[src/rtl/seven_seg_scanner.sv]
// Multiplexed seven-segment display scanner with shadow-loaded digit data,
// per-digit blanking and frame-synchronised blinking.
module seven_seg_scanner #(
  parameter int DIGITS       = 4,
  parameter int CLK_DIV      = 50000,
  parameter int BLINK_FRAMES = 64,
  parameter int ACTIVE_LOW   = 1
) (
  input  logic                  clk,
  input  logic                  reset,
  input  logic                  load,
  input  logic [4*DIGITS-1:0]   digit_data,
  input  logic [DIGITS-1:0]     digit_en,
  input  logic [DIGITS-1:0]     blink,
  output logic [6:0]            seg,
  output logic [DIGITS-1:0]     an,
  output logic                  frame
);

  localparam int IDX_W = (DIGITS > 1) ? $clog2(DIGITS) : 1;
  localparam int PRE_W = $clog2(CLK_DIV);
  localparam int BLK_W = (BLINK_FRAMES > 1) ? $clog2(BLINK_FRAMES) : 1;

  localparam logic [PRE_W-1:0]  PRE_MAX = PRE_W'(CLK_DIV - 1);
  localparam logic [IDX_W-1:0]  IDX_MAX = IDX_W'(DIGITS - 1);
  localparam logic [BLK_W-1:0]  BLK_MAX = BLK_W'(BLINK_FRAMES - 1);
  localparam logic [6:0]        SEG_OFF = (ACTIVE_LOW != 0) ? 7'h7F : 7'h00;
  localparam logic [DIGITS-1:0] AN_OFF  = (ACTIVE_LOW != 0) ? {DIGITS{1'b1}} : {DIGITS{1'b0}};

  logic [PRE_W-1:0]    pres;
  logic [IDX_W-1:0]    idx;
  logic [BLK_W-1:0]    blink_cnt;
  logic                blink_phase;
  logic [4*DIGITS-1:0] sh_data;
  logic [DIGITS-1:0]   sh_en;
  logic [DIGITS-1:0]   sh_blink;

  logic                tick;
  logic                wrap;
  logic [3:0]          cur_code;
  logic                cur_en;
  logic                cur_blink;
  logic [6:0]          glyph;
  logic [6:0]          seg_next;
  logic [DIGITS-1:0]   an_next;

  function automatic logic [6:0] hex_glyph(input logic [3:0] code);
    logic [6:0] g;
    unique case (code)
      4'h0: g = 7'h3F;
      4'h1: g = 7'h06;
      4'h2: g = 7'h5B;
      4'h3: g = 7'h4F;
      4'h4: g = 7'h66;
      4'h5: g = 7'h6D;
      4'h6: g = 7'h7D;
      4'h7: g = 7'h07;
      4'h8: g = 7'h7F;
      4'h9: g = 7'h6F;
      4'hA: g = 7'h77;
      4'hB: g = 7'h7C;
      4'hC: g = 7'h39;
      4'hD: g = 7'h5E;
      4'hE: g = 7'h79;
      default: g = 7'h71;
    endcase
    return g;
  endfunction

  // Scan timing: the index moves on the last prescaler count, and a frame
  // ends when that move wraps the index back to digit 0.
  always_comb begin
    tick  = (pres == PRE_MAX);
    wrap  = tick && (idx == IDX_MAX);
    frame = wrap && !reset;
  end

  // State register: scan counters, blink phase, shadows and the output flops.
  always_ff @(posedge clk) begin
    if (reset) begin
      pres        <= '0;
      idx         <= '0;
      blink_cnt   <= '0;
      blink_phase <= 1'b0;
      sh_data     <= '0;
      sh_en       <= '0;
      sh_blink    <= '0;
      seg         <= SEG_OFF;
      an          <= AN_OFF;
    end else begin
      pres <= tick ? '0 : pres + 1'b1;
      if (tick) begin
        idx <= (idx == IDX_MAX) ? '0 : idx + 1'b1;
      end
      if (wrap) begin
        if (blink_cnt == BLK_MAX) begin
          blink_cnt   <= '0;
          blink_phase <= ~blink_phase;
        end else begin
          blink_cnt <= blink_cnt + 1'b1;
        end
      end
      if (load) begin
        sh_data  <= digit_data;
        sh_en    <= digit_en;
        sh_blink <= blink;
      end
      seg <= seg_next;
      an  <= an_next;
    end
  end

  // Pick the shadow fields of the digit currently being scanned.
  always_comb begin
    cur_code  = 4'h0;
    cur_en    = 1'b0;
    cur_blink = 1'b0;
    for (int i = 0; i < DIGITS; i++) begin
      if (idx == IDX_W'(i)) begin
        cur_code  = sh_data[4*i +: 4];
        cur_en    = sh_en[i];
        cur_blink = sh_blink[i];
      end
    end
  end

  // Output decode: blanking wins over the glyph, then polarity is applied.
  always_comb begin
    glyph = hex_glyph(cur_code);
    if (!cur_en || (cur_blink && blink_phase)) begin
      glyph = 7'h00;
    end
    an_next = DIGITS'(1) << idx;
    if (ACTIVE_LOW != 0) begin
      seg_next = ~glyph;
      an_next  = ~an_next;
    end else begin
      seg_next = glyph;
    end
  end

endmodule

[config.mk]
export PLATFORM = sky130hd
export DESIGN_NAME = seven_seg_scanner
export DESIGN_NICKNAME = d
export VERILOG_FILES = /design/src/rtl/seven_seg_scanner.sv
export SDC_FILE = /design/constraint.sdc
export NUM_CORES = 1
export LEC_CHECK = 0
export ABC_CLOCK_PERIOD_IN_PS = 4200
export CAP_MARGIN = 20
export CORE_MARGIN = 5
export CORE_UTILIZATION = 55
export DETAILED_ROUTE_END_ITERATION = 7
export HOLD_SLACK_MARGIN = 0.1
export MAX_ROUTING_LAYER = met4
export PLACE_DENSITY_LB_ADDON = 0.2
export SYNTH_ARGS = -nofsm -noshare
export SYNTH_HDL_FRONTEND = slang
export SYNTH_SLANG_ARGS = --single-unit
[constraint.sdc]
create_clock -name clk -period 4.2 [get_ports clk]
set_input_delay 1.05 -clock clk [delete_from_list [all_inputs] [get_ports clk]]
set_output_delay 1.05 -clock clk [all_outputs]
set_load 0.03 [all_outputs]
==> impl_metrics.json <==
{
  "ys_ff_latch": 60,
  "yosys_warnings": 0,
  "syn_to_final_growth_pct": 22.0,
  "fin_ws_ns": 0.842,
  "synth_area_mm2": 0.00277,
  "grt_max_degree": 41,
  "p_switching_mw": 0.264,
  "cts_setup_buffers": 0,
  "clock_skew_ns": 0.00550,
  "routabilityCongestion": 0.892,
  "synth-seq-area-share_pct": 43.3,
  "antenna_found_initial": 0,
  "grt_use_total_pct": 18.2,
  "grt_pass1_wl_um": 9060,
  "finalCritPeriodShare_pct": 80.0,
  "initialDrtViolationCount": 120,
  "n_fill_cell": 387,
  "drive_above_1_share_pct": 7.58,
  "fin_crit_ns": 3.36,
  "rsz0062_at_grt": "no",
  "min_to": "pres[0]$_SDFF_PP0_",
  "via_per_inst": 5.30,
  "async_reset_ff_share_pct": 0,
  "cp-end-kind": "output port",
  "dp_cells": 394,
  "drt-pass1-iter-count": 4,
  "cp_max_fo": 2,
  "synth_edf_count": 0,
  "finalSetupTns_ns": 0,
  "vias": 2172,
  "hpwlAfterDp_um": 3710,
  "hold_viol_final": 0,
  "synth_flop_cell": "dfxtp_1",
  "cts_buffer_depth": 2,
  "final_cell_area_mm2": 0.00338,
  "startpoint_type": "input port",
  "syn_avg_cell_area_um2": 9.21,
  "min_from": "pres[0]$_SDFF_PP0_",
  "min_path_cells": 1,
  "switching_share_pct": 21.9,
  "r2r-start": "idx[1]$_SDFFE_PP0N_",
  "layout.cells.non_filler": 410,
  "root_buffer": "clkbuf_8",
  "maxCapViolations": 0,
  "max_freq_ghz": 0.298,
  "initial_core_util_pct": 57.6,
  "io_pins": 39,
  "min-delay-path-class": "flip-flop to flip-flop",
  "insertedDiodeCount": 0,
  "ctsHoldBuffers": 0,
  "maxSlewHeadroom_pct": 42.2,
  "place_ws_ns": 0.823,
  "status": "finished clean",
  "ant_nets": 0,
  "synth.distinct_cells": 46,
  "drc": 0,
  "worst_pin_slew_ns": 0.863,
  "power_frac_clock_pct": 41.4,
  "path_class": "input port to output port",
  "clock_sinks": 60,
  "synth_fp_nets": 340,
  "rows": 25,
  "core_area_mm2": 0.00482,
  "r2r_slack_ns": 1.40,
  "grt-ovfl-total": 0,
  "crit_required_ns": 3.15,
  "die_x_um": 81,
  "grt_pass1_vias": 2026,
  "peakVddDrop_mv": 0.209,
  "h-tree-depth": 3,
  "wl_um": 5260,
  "numCtsBuffers": 9,
  "powerDensity_mw_per_mm2": 356,
  "wl_per_cell_um": 12.8,
  "arrival_ns": 2.31,
  "leakagePower_nw": 1.33,
  "p_int_mw": 0.941,
  "ctsResizeCount": 0,
  "clk_pin_slew_ns": 0.06,
  "setup_viol": 0,
  "r2r_end": "seg[3]$_SDFF_PP1_",
  "place_area_mm2": 0.00318,
  "postSynthCellCount": 301,
  "finalMaxSlewViolations": 0,
  "cts_tree": "built",
  "combinationalPowerShare_pct": 8.9,
  "reg2reg_depth": 8,
  "dieArea_mm2": 0.00656,
  "final_nets": 377,
  "io_buffer_count": 38,
  "worstSkewPairLatency_ns": 0.33,
  "postLayoutCoreUtil_pct": 70.2,
  "seq_power_share_pct": 49.7,
  "die_h_um": 81
}
==> flip-flops by register name, summed over array words and instances, names as in the netlist <==
name / cells
seg: 7
sh_data: 16
blink_phase: 1
sh_blink: 4
pres: 16
an: 4
idx: 2
sh_en: 4
blink_cnt: 6
==> cell usage after synthesis (all sizes together) (2+ instances only) <==
library cell,instances,area [um^2]
a211oi,4,30.0
a21oi,11,55.1
a311oi,3,32.5
a31oi,2,12.5
and2,2,12.5
and4,5,43.8
buf,5,42.5
clkbuf,11,41.3
dfxtp,60,1200
ha,12,150
inv,8,30.0
mux2,2,22.5
mux2i,26,260
nand2,25,101
nand2b,6,37.5
nand3,10,50.1
nand3b,4,30.0
nand4,4,25.0
nor2,50,188
nor2b,3,18.8
nor3,2,10.0
nor3b,4,30.0
o211ai,2,15.0
o21ai,6,30.0
or3,3,18.8
xnor2,6,52.6
xor2,10,87.6
==> cell type report <==
cell class / count / area [um^2] / share of cell area, %
clock buffers: 16 / 200 / 5.92
inverters: 8 / 30.0 / 0.888
multi-input cells: 217 / 1460 / 43.1
flip-flops and latches: 60 / 1200 / 35.5
well taps: 67 / 83.8 / 2.48
repair buffers: 42 / 410 / 12.1
==> placed cells by master (no fill, tap or decap), drive strengths merged, types with 2 or more instances in the layout <==
master,instances
a211oi,4
a21oi,11
a311oi,3
a31oi,2
and2,2
and4,5
buf,4
clkbuf,16
clkdlybuf4s50,38
dfxtp,60
ha,12
inv,8
mux2,2
mux2i,26
nand2,25
nand2b,6
nand3,10
nand3b,4
nand4,4
nor2,50
nor2b,3
nor3,2
nor3b,4
o211ai,2
o21ai,6
or3,3
xnor2,6
xor2,10
==> cells by family (layout without fill, tap and decap cells) <==
kind of cell / count (synthesis) / in the layout / share of synthesized area, %
xor gates and xnor gates: 16 / 16 / 5.05
AOI/OAI and AO/OA: 36 / 36 / 8.80
adders and majority gates: 12 / 12 / 5.42
DFF: 60 / 60 / 43.3
buffers and inverters: 24 / 66 / 4.11
and+or+nand+nor: 125 / 125 / 23.1
muxes: 28 / 28 / 10.2
==> per-layer routing <==
metal | track usage [%] | part of all wire (%) | up-vias
li1 | - | - | 1109
met1 | 23.4 | 49 | 996
met2 | 27.1 | 43 | 56
met3 | 3.44 | 5.8 | 11
met4 | 9.80 | 2.4 | 0
met5 | - | 0 | -
==> power by group through the flow <==
| stage | Combinational [mW] | Sequential [mW] | Clock [mW] |
|---|---|---|---|
| CTS | 0.107 | 0.598 | 0.511 |
| floorplan | 0.0586 | 0.614 | 0 |
| global route | 0.118 | 0.600 | 0.536 |
| detailed placement | 0.107 | 0.611 | 0 |
| global placement | 0.105 | 0.610 | 0 |
| finish | 0.107 | 0.598 | 0.499 |
==> metrics by stage <==
step | hold WS (ns) | total power [mW]
2_1_floorplan | 0.426 | 0.673
3_3_place_gp | 0.441 | 0.715
3_5_place_dp | 0.456 | 0.717
4_1_cts | 0.471 | 1.22
5_1_grt | 0.493 | 1.25
6_report | 0.469 | 1.20
==> worst max-delay path by stage <==
stage	slack [ns]	depth (start not counted)	from	endpoint
5_1_grt	0.78	3	reset	frame
2_1_floorplan	1.30	3	reset	frame
4_1_cts	0.82	3	reset	frame
6_report	0.84	3	reset	frame
3_5_place_dp	0.82	3	reset	frame
3_3_place_gp	0.83	3	reset	frame
==> worst max-delay path: stages <==
cell and delay, ns:
clkdlybuf4s50_1 0.44, nor2_1 0.14, clkdlybuf4s50_1 0.68
No activity file was read; power rests on OpenSTA's default activity.
